--- config.mk ---
export PLATFORM = sky130hd
export DESIGN_NAME = parity_mem_ctrl
export DESIGN_NICKNAME = d
export VERILOG_FILES = /design/src/rtl/parity_mem_pkg.sv /design/src/rtl/parity_mem_array.sv /design/src/rtl/parity_mem_ctrl.sv
export SDC_FILE = /design/constraint.sdc
export NUM_CORES = 2
export LEC_CHECK = 0
export BUFFER_PORTS_ARGS = -buffer_cell sky130_fd_sc_hd__buf_2
export CAP_MARGIN = 20
export CORE_UTILIZATION = 55
export DETAILED_ROUTE_END_ITERATION = 8
export PLACE_DENSITY = 0.68
export SLEW_MARGIN = 20
export SYNTH_ARGS = -nofsm -noshare
export SYNTH_HDL_FRONTEND = slang
export SYNTH_HIERARCHICAL = 1
export SYNTH_SLANG_ARGS = --single-unit
--- constraint.sdc ---
create_clock -name clk -period 13.6 [get_ports clk]
set_clock_uncertainty 0.05 [all_clocks]
set_input_delay 3.4 -clock clk [delete_from_list [all_inputs] [get_ports clk]]
set_output_delay 3.4 -clock clk [all_outputs]
set_load 0.05 [all_outputs]
--- src/rtl/parity_mem_pkg.sv ---
// -----------------------------------------------------------------------------
// parity_mem_pkg
// Shared types and helpers for the parity-protected memory controller.
//   state_t      : controller FSM states (IDLE, CLEAR)
//   even_parity  : XOR-reduction of a data word (zero-extend narrower words)
//   depth_of     : number of locations for a given address width
// -----------------------------------------------------------------------------
package parity_mem_pkg;

    // Widest data word even_parity accepts; callers zero-extend to this width.
    localparam int PARITY_MAX_W = 256;

    typedef enum logic {
        IDLE  = 1'b0,
        CLEAR = 1'b1
    } state_t;

    function automatic logic even_parity(input logic [PARITY_MAX_W-1:0] data);
        return ^data;
    endfunction

    function automatic int depth_of(input int addr_w);
        return 1 << addr_w;
    endfunction

endpackage

--- src/rtl/parity_mem_array.sv ---
// -----------------------------------------------------------------------------
// parity_mem_array
// Plain synchronous RAM, DEPTH x (DATA_W+1), one write port and one registered
// read port. No reset on storage or read register. Reading and writing the
// same address in one cycle returns the old content.
// Ports:
//   clk     : rising-edge clock
//   i_we    : write enable
//   i_waddr : write address
//   i_wdata : write word
//   i_re    : read enable (read register holds when low)
//   i_raddr : read address
//   o_rdata : registered read word
// -----------------------------------------------------------------------------
module parity_mem_array
    import parity_mem_pkg::*;
#(
    parameter int DATA_W = 8,
    parameter int ADDR_W = 8
) (
    input  logic              clk,
    input  logic              i_we,
    input  logic [ADDR_W-1:0] i_waddr,
    input  logic [DATA_W:0]   i_wdata,
    input  logic              i_re,
    input  logic [ADDR_W-1:0] i_raddr,
    output logic [DATA_W:0]   o_rdata
);

    localparam int DEPTH = depth_of(ADDR_W);

    logic [DATA_W:0] r_mem [DEPTH];
    logic [DATA_W:0] r_rdata;

    always_ff @(posedge clk) begin
        if (i_we) begin
            r_mem[i_waddr] <= i_wdata;
        end
        if (i_re) begin
            r_rdata <= r_mem[i_raddr];
        end
    end

    assign o_rdata = r_rdata;

endmodule

--- src/rtl/parity_mem_ctrl.sv ---
// -----------------------------------------------------------------------------
// parity_mem_ctrl
// Parity-protected single-port memory with a built-in array clear engine.
// Each word is stored as {even parity, data}; parity is re-checked on every
// read and mismatches are counted in a saturating counter.
// Optional build macro: PARITY_ERR_INJECT_EN adds err_inject, which inverts
// the stored parity bit on writes.
// Ports:
//   clk, rst       : clock, asynchronous active-high reset
//   clear          : pulse, restart array clear (ignored while busy)
//   write, read    : access requests (ignored while busy)
//   address        : access address
//   data_in        : write data
//   err_inject     : (PARITY_ERR_INJECT_EN only) corrupt stored parity
//   data_out       : {stored parity, stored data}, holds between reads
//   rd_valid       : one-cycle strobe, data_out carries a new read
//   parity_err     : with rd_valid, stored parity mismatched
//   err_count      : saturating parity error count
//   busy           : clear engine running
//
// state | meaning
// IDLE  | serving read/write/clear requests
// CLEAR | writing zero word at ptr each cycle, ptr 0..DEPTH-1
// -----------------------------------------------------------------------------
module parity_mem_ctrl
    import parity_mem_pkg::*;
#(
    parameter int DATA_W = 8,
    parameter int ADDR_W = 8,
    parameter int CNT_W  = 8
) (
    input  logic              clk,
    input  logic              rst,
    input  logic              clear,
    input  logic              write,
    input  logic              read,
    input  logic [ADDR_W-1:0] address,
    input  logic [DATA_W-1:0] data_in,
`ifdef PARITY_ERR_INJECT_EN
    input  logic              err_inject,
`endif
    output logic [DATA_W:0]   data_out,
    output logic              rd_valid,
    output logic              parity_err,
    output logic [CNT_W-1:0]  err_count,
    output logic              busy
);

    state_t            r_state;
    state_t            w_next_state;
    logic [ADDR_W-1:0] r_ptr;
    logic [ADDR_W-1:0] w_ptr_next;
    logic              r_rd_valid;
    logic              r_has_data;
    logic [CNT_W-1:0]  r_err_count;

    logic              w_we;
    logic [ADDR_W-1:0] w_waddr;
    logic [DATA_W:0]   w_wdata;
    logic              w_re;
    logic              w_cnt_clr;
    logic              w_par;
    logic [DATA_W:0]   w_ram_q;

`ifdef PARITY_ERR_INJECT_EN
    assign w_par = even_parity(PARITY_MAX_W'(data_in)) ^ err_inject;
`else
    assign w_par = even_parity(PARITY_MAX_W'(data_in));
`endif

    always_ff @(posedge clk or posedge rst) begin
        if (rst) begin
            r_state <= CLEAR;
            r_ptr   <= '0;
        end else begin
            r_state <= w_next_state;
            r_ptr   <= w_ptr_next;
        end
    end

    always_comb begin
        w_next_state = r_state;
        w_ptr_next   = r_ptr;
        w_we         = 1'b0;
        w_waddr      = address;
        w_wdata      = {w_par, data_in};
        w_re         = 1'b0;
        w_cnt_clr    = 1'b0;
        case (r_state)
            CLEAR: begin
                w_we       = 1'b1;
                w_waddr    = r_ptr;
                w_wdata    = '0;
                w_ptr_next = r_ptr + ADDR_W'(1);
                if (&r_ptr) begin
                    w_next_state = IDLE;
                end
            end
            IDLE: begin
                // clear takes priority; a same-cycle read/write is dropped
                if (clear) begin
                    w_next_state = CLEAR;
                    w_ptr_next   = '0;
                    w_cnt_clr    = 1'b1;
                end else begin
                    w_we = write;
                    w_re = read;
                end
            end
            default: begin
                w_next_state = CLEAR;
                w_ptr_next   = '0;
            end
        endcase
    end

    parity_mem_array #(
        .DATA_W (DATA_W),
        .ADDR_W (ADDR_W)
    ) u_array (
        .clk     (clk),
        .i_we    (w_we),
        .i_waddr (w_waddr),
        .i_wdata (w_wdata),
        .i_re    (w_re),
        .i_raddr (address),
        .o_rdata (w_ram_q)
    );

    always_ff @(posedge clk or posedge rst) begin
        if (rst) begin
            r_rd_valid  <= 1'b0;
            r_has_data  <= 1'b0;
            r_err_count <= '0;
        end else begin
            r_rd_valid <= w_re;
            if (w_re) begin
                r_has_data <= 1'b1;
            end
            if (w_cnt_clr) begin
                r_err_count <= '0;
            end else if (parity_err && !(&r_err_count)) begin
                r_err_count <= r_err_count + CNT_W'(1);
            end
        end
    end

    // The RAM read register has no reset; mask it until the first read
    // after reset so data_out comes up as zero.
    assign data_out   = r_has_data ? w_ram_q : '0;
    assign rd_valid   = r_rd_valid;
    assign parity_err = r_rd_valid & (^data_out);
    assign err_count  = r_err_count;
    assign busy       = (r_state == CLEAR);

endmodule

# After elaboration in Yosys (flattened, before gate mapping)
# Memories as Yosys holds them, arrays and structs flattened. A register that Yosys moved wholly into a read port is not among the register bits.
# Index checks and enable logic that the tools add are counted.
# classes
n_addsub,2
n_eq_ne,1
muxes,17
bitwise,2
n_reduce_logical,7
# ops
op,n
$reduce_xor 256->1,1
$mux 8,4
$mux 9,2
$add 8x1->8 const B,2
$pmux 8 s2,1
$reduce_and 8->1,2
$reduce_xor 9->1,1
$mux 1,8
$pmux 1 s2,2
$ne 2x2->1 const B,1
$reduce_bool 2->1,1
$and 1x1->1,1
$logic_and 1x1->1,1
$logic_not 1->1,1
$not 1->1,1
# totals
regBits,19
mem_bits_rw,2304
in_bits,21
out_inout_bits,20
wordCells,35
n_memories,1
# mem_list
name,words,width,read_ports,rd_clocked_by_memory_dff,write_ports,line_no,text
u_array.r_mem,256,9,1,1,1,parity_mem_array.sv:32,logic [DATA_W:0] r_mem [DEPTH];

# Logic depth before layout (Yosys ltp)
# depth
word_depth,6
depth_mapped,11
depth_no_buf,6

# Cells and area by module
# Netlist, hierarchy kept.
# by_module_without_submodules
mod,instances,cells_each,area_per_inst_um2
parity_mem_array,1,4237,89368.2
parity_mem_ctrl,1,137,1320.0

# Worst setup path before layout
# No wires, ideal clock.
# synth_path
path_kind,input -> register
startpoint,input data_in[0]
endpoint,"memory u_array/r_mem[0][8] in the netlist's numbering, data pin"
t_arrival_ps,9736
required_ps,12159
path_slack_ps,2423
cell_stages,4
cell_sequence,xor2_1 > xnor2_1 > xnor2_1 > nor2_1
# synth_between
elab_chain_cells,2
# synth_lines
element,line_no,text
from (decl),parity_mem_ctrl.sv:38,"input logic [DATA_W-1:0] data_in,"
$reduce_xor 256->1,parity_mem_pkg.sv:19,return ^data;
$mux 9,parity_mem_ctrl.sv:89,case (r_state)
named net w_wdata[8],parity_mem_ctrl.sv:59,logic [DATA_W:0] w_wdata;
to (decl),parity_mem_array.sv:32,
# The timed path passes the listed nets, and every way through them passes these cells.

==> results by group <==
Synth
  • Net count after synthesis: 4397
  • Fraction of synthesized area in multiplexers: 0.142
  • Synth Area in XOR/XNOR: 0.00178
  • Syn_area_per_cell: 20.7 µm²
  • Synth warn: 6
  • Post-synth EDFFs: 2313
  • Sequential-to-total area share from yosys stat: 0.771
  • Compound-Gate Fraction of Synth Area: 0.0386
  • Gate Count Post-Synth: 4374
  • Post-Synth Simple-Gate Area: 0.0281
  • Largest cells by area after synthesis: edfxtp_1 (77%), mux4_2 (12%), mux2i_1 (2.0%)
  • Most used DFF post-synth: edfxtp_1
  • Synth unique cells: 74
  • Synth async-reset ratio: 0.00815
  • Area share of fa/ha/maj cells after synthesis: 0.000276
  • Post-synth top area share: 0.766
  • Dominant cell type by area after synthesis: edfxtp_1
  • Post-synthesis register bit count: 2332
  • Mapped cell area: 0.0907 mm²
  • Largest family of logic cells by synthesized area: multiplexers

Clock tree
  • Clk Latency, worst-skew pair: 850 ps
  • Post-CTS setup-driven buffer insertion count: 0
  • Clock Pin Slew Worst Setup and Hold Paths: 60 ps
  • CTS Buf Count: 216
  • Root Buffer: clkbuf_16
  • H-tree Lvls: 4
  • Max clock buf depth: 3
  • CTS Sinks: 2332
  • # hold bufs at CTS: 0
  • Cts repair resizes: 0
  • CTS tree: done

Power
  • Max VDD drop: 0.109 mV
  • Lkg Pwr: 31.6 nW
  • PD cells: 152 mW/mm²

Floorplanning
  • Die W: 408 µm
  • Die Area: 0.167 mm²
  • Initial Util: 0.556
  • DIE HEIGHT: 408 µm
  • I/O pins: 41
  • Core area: 0.163 mm²
  • Site Rows: 148

Timing
  • Worst slew margin: 0.197
  • Final Cycle Share: 0.546
  • Final hold vios: 0
  • RSZ-0062 raised after global routing: no
  • PnR worst setup slack: 6180 ps
  • Setup TNS: 0 ps
  • Final Max Slew Viols: 0
  • Worst-Margin Slew: 1200 ps
  • FMAX: 0.135 GHz
  • Setup Viol. Count Final: 0
  • Post-layout minimum cycle time: 7420 ps

Final layout
  • Commonest non-fill, non-tap cells in the layout: edfxtp_1 (2313), mux4_2 (467), nor2_1 (288)
  • Layout cells sized above 1: 0.212
  • Most common cell after layout, fill and taps aside: edfxtp_1
  • Nets: 4481
  • Area growth syn-to-layout: 10.3%
  • Post-layout util: 0.613

Worst setup path
  • Crit-path max FO: 74
  • Critical Path AT: 7940 ps
  • Critical path class: input pin to flop
  • Worst R2R Start: busy
  • Worst Setup End Kind: flop
  • Worst endpoint required time: 14110 ps
  • Crit. Startpoint: address[0]
  • Startpoint class of the critical path: input pin

Detailed routing
  • Vias/cell: 6.66
  • Drt pass-1 iters: 7
  • Antenna viol nets, final: 0
  • Routed length per instance: 32.3 µm
  • DRT iter0 DRCs: 6510
  • DR vias: 45400
  • Post-Route WL: 220 mm
  • Post-route DRC: 0

Status
  • Status: complete, no violations

Min path
  • Hold/Removal Path Class: flop to flop
  • Hold_sp: r_ptr[6]

GRT
  • Vias in the first global route: 44300
  • Initial antenna violation count: 7
  • GR Util All Layers: 0.265
  • First-pass GRT wire length: 316 mm
  • Remaining Overflow, GRT: 0
  • Pin count of the biggest net entering global routing: 256

Place
  • GP Congestion: 0.857
  • Number of port buffers: 40
  • Placement Setup Slack: 5150 ps
  • Detailed placement HPWL: 128 mm

Run
  • Max-cap viol count: 0
Yosys cell counts, types with 11 or more instances:
library cell / n
a211oi_1: 26
a21oi_1: 101
a221oi_1: 11
a22o_1: 11
a22oi_1: 174
a31oi_1: 11
and2_1: 11
buf_1: 15
buf_2: 54
buf_4: 29
buf_6: 26
buf_8: 12
clkbuf_1: 123
dfrtp_1: 18
edfxtp_1: 2313
mux2_2: 30
mux2i_1: 181
mux4_2: 467
nand2_1: 49
nand2b_1: 11
nand3_1: 38
nand4_1: 13
nor2_1: 312
nor2b_1: 36
nor3_1: 21
nor4_1: 29
o21ai_0: 32
o221ai_1: 35
o22ai_1: 65
xnor2_1: 11
sequential cells by signal, summed over array words and instances (netlist names):
signal,flops
u_array/r_mem,2304
r_has_data,1
u_array/o_rdata,9
busy,1
err_count,8
r_ptr,8
rd_valid,1
critical path, stage by stage:
cell and delay (ps):
buf_8 600, buf_4 740, buf_4 710, mux4_2 580, a22o_1 240, a221oi_1 230, o32a_1 320, nor3b_1 860
nor4_1 160
layer usage:
| metal | wire (µm) | global-route usage | vias up |
|---|---|---|---|
| met4 | 6260 | 0.0760 | 6 |
| li1 | - | - | 18400 |
| met2 | 102000 | 0.396 | 2539 |
| met1 | 88200 | 0.391 | 24100 |
| met3 | 24100 | 0.0658 | 352 |
| met5 | 45 | 0 | - |
cells by family (layout without fill, tap and decap cells):
logic type | count (synthesis) | after routing
DFF | 2332 | 2332
muxes | 687 | 687
and+or+nand+nor | 556 | 556
AOI/OAI and AO/OA | 510 | 510
buffers and inverters | 271 | 532
xor gates and xnor gates | 16 | 16
adders and majority gates | 2 | 2
other | 0 | 1
cell type report:
type | count | area [µm²]
fill | 11200 | 63100
inverter | 6 | 22.5
tap | 2175 | 2720
timing repair buffer | 131 | 1090
clock buffer | 265 | 5720
clock inverter | 130 | 1250
multi-input combinational | 1771 | 19300
sequential | 2332 | 69900
antenna | 1 | 2.50
final timing paths:
path                       slack (ps)             endpoint  cells past startpoint
max                              6180   u_array/o_rdata[4]                      9
min                               460                 busy                      1
max reg2reg                      9220  u_array/r_mem[2][8]                      5
min reg2reg                       460                 busy                      1
max in group asynchronous       10220             r_ptr[1]                      2
min in group asynchronous        2700         err_count[4]                      2
report_power, final:
| group | internal [mW] | switching, mW |
|---|---|---|
| registers | 8.00 | 0.0473 |
| clock network | 3.41 | 2.57 |
| logic | 0.319 | 0.840 |
stage by stage:
| step | total power [mW] | hold WS [ps] | instances | area [µm²] |
|---|---|---|---|---|
| floorplan | 8.87 | 395 | 4374 | 90700 |
| global placement | 9.31 | 443 | 6411 | 92900 |
| detailed placement | 9.33 | 438 | 6412 | 93000 |
| CTS | 15.2 | 456 | 6807 | 100000 |
| global route | 15.6 | 475 | 6810 | 100000 |
| finish | 15.2 | 465 | 6811 | 100000 |
No activity file was read; power rests on OpenSTA's default activity.
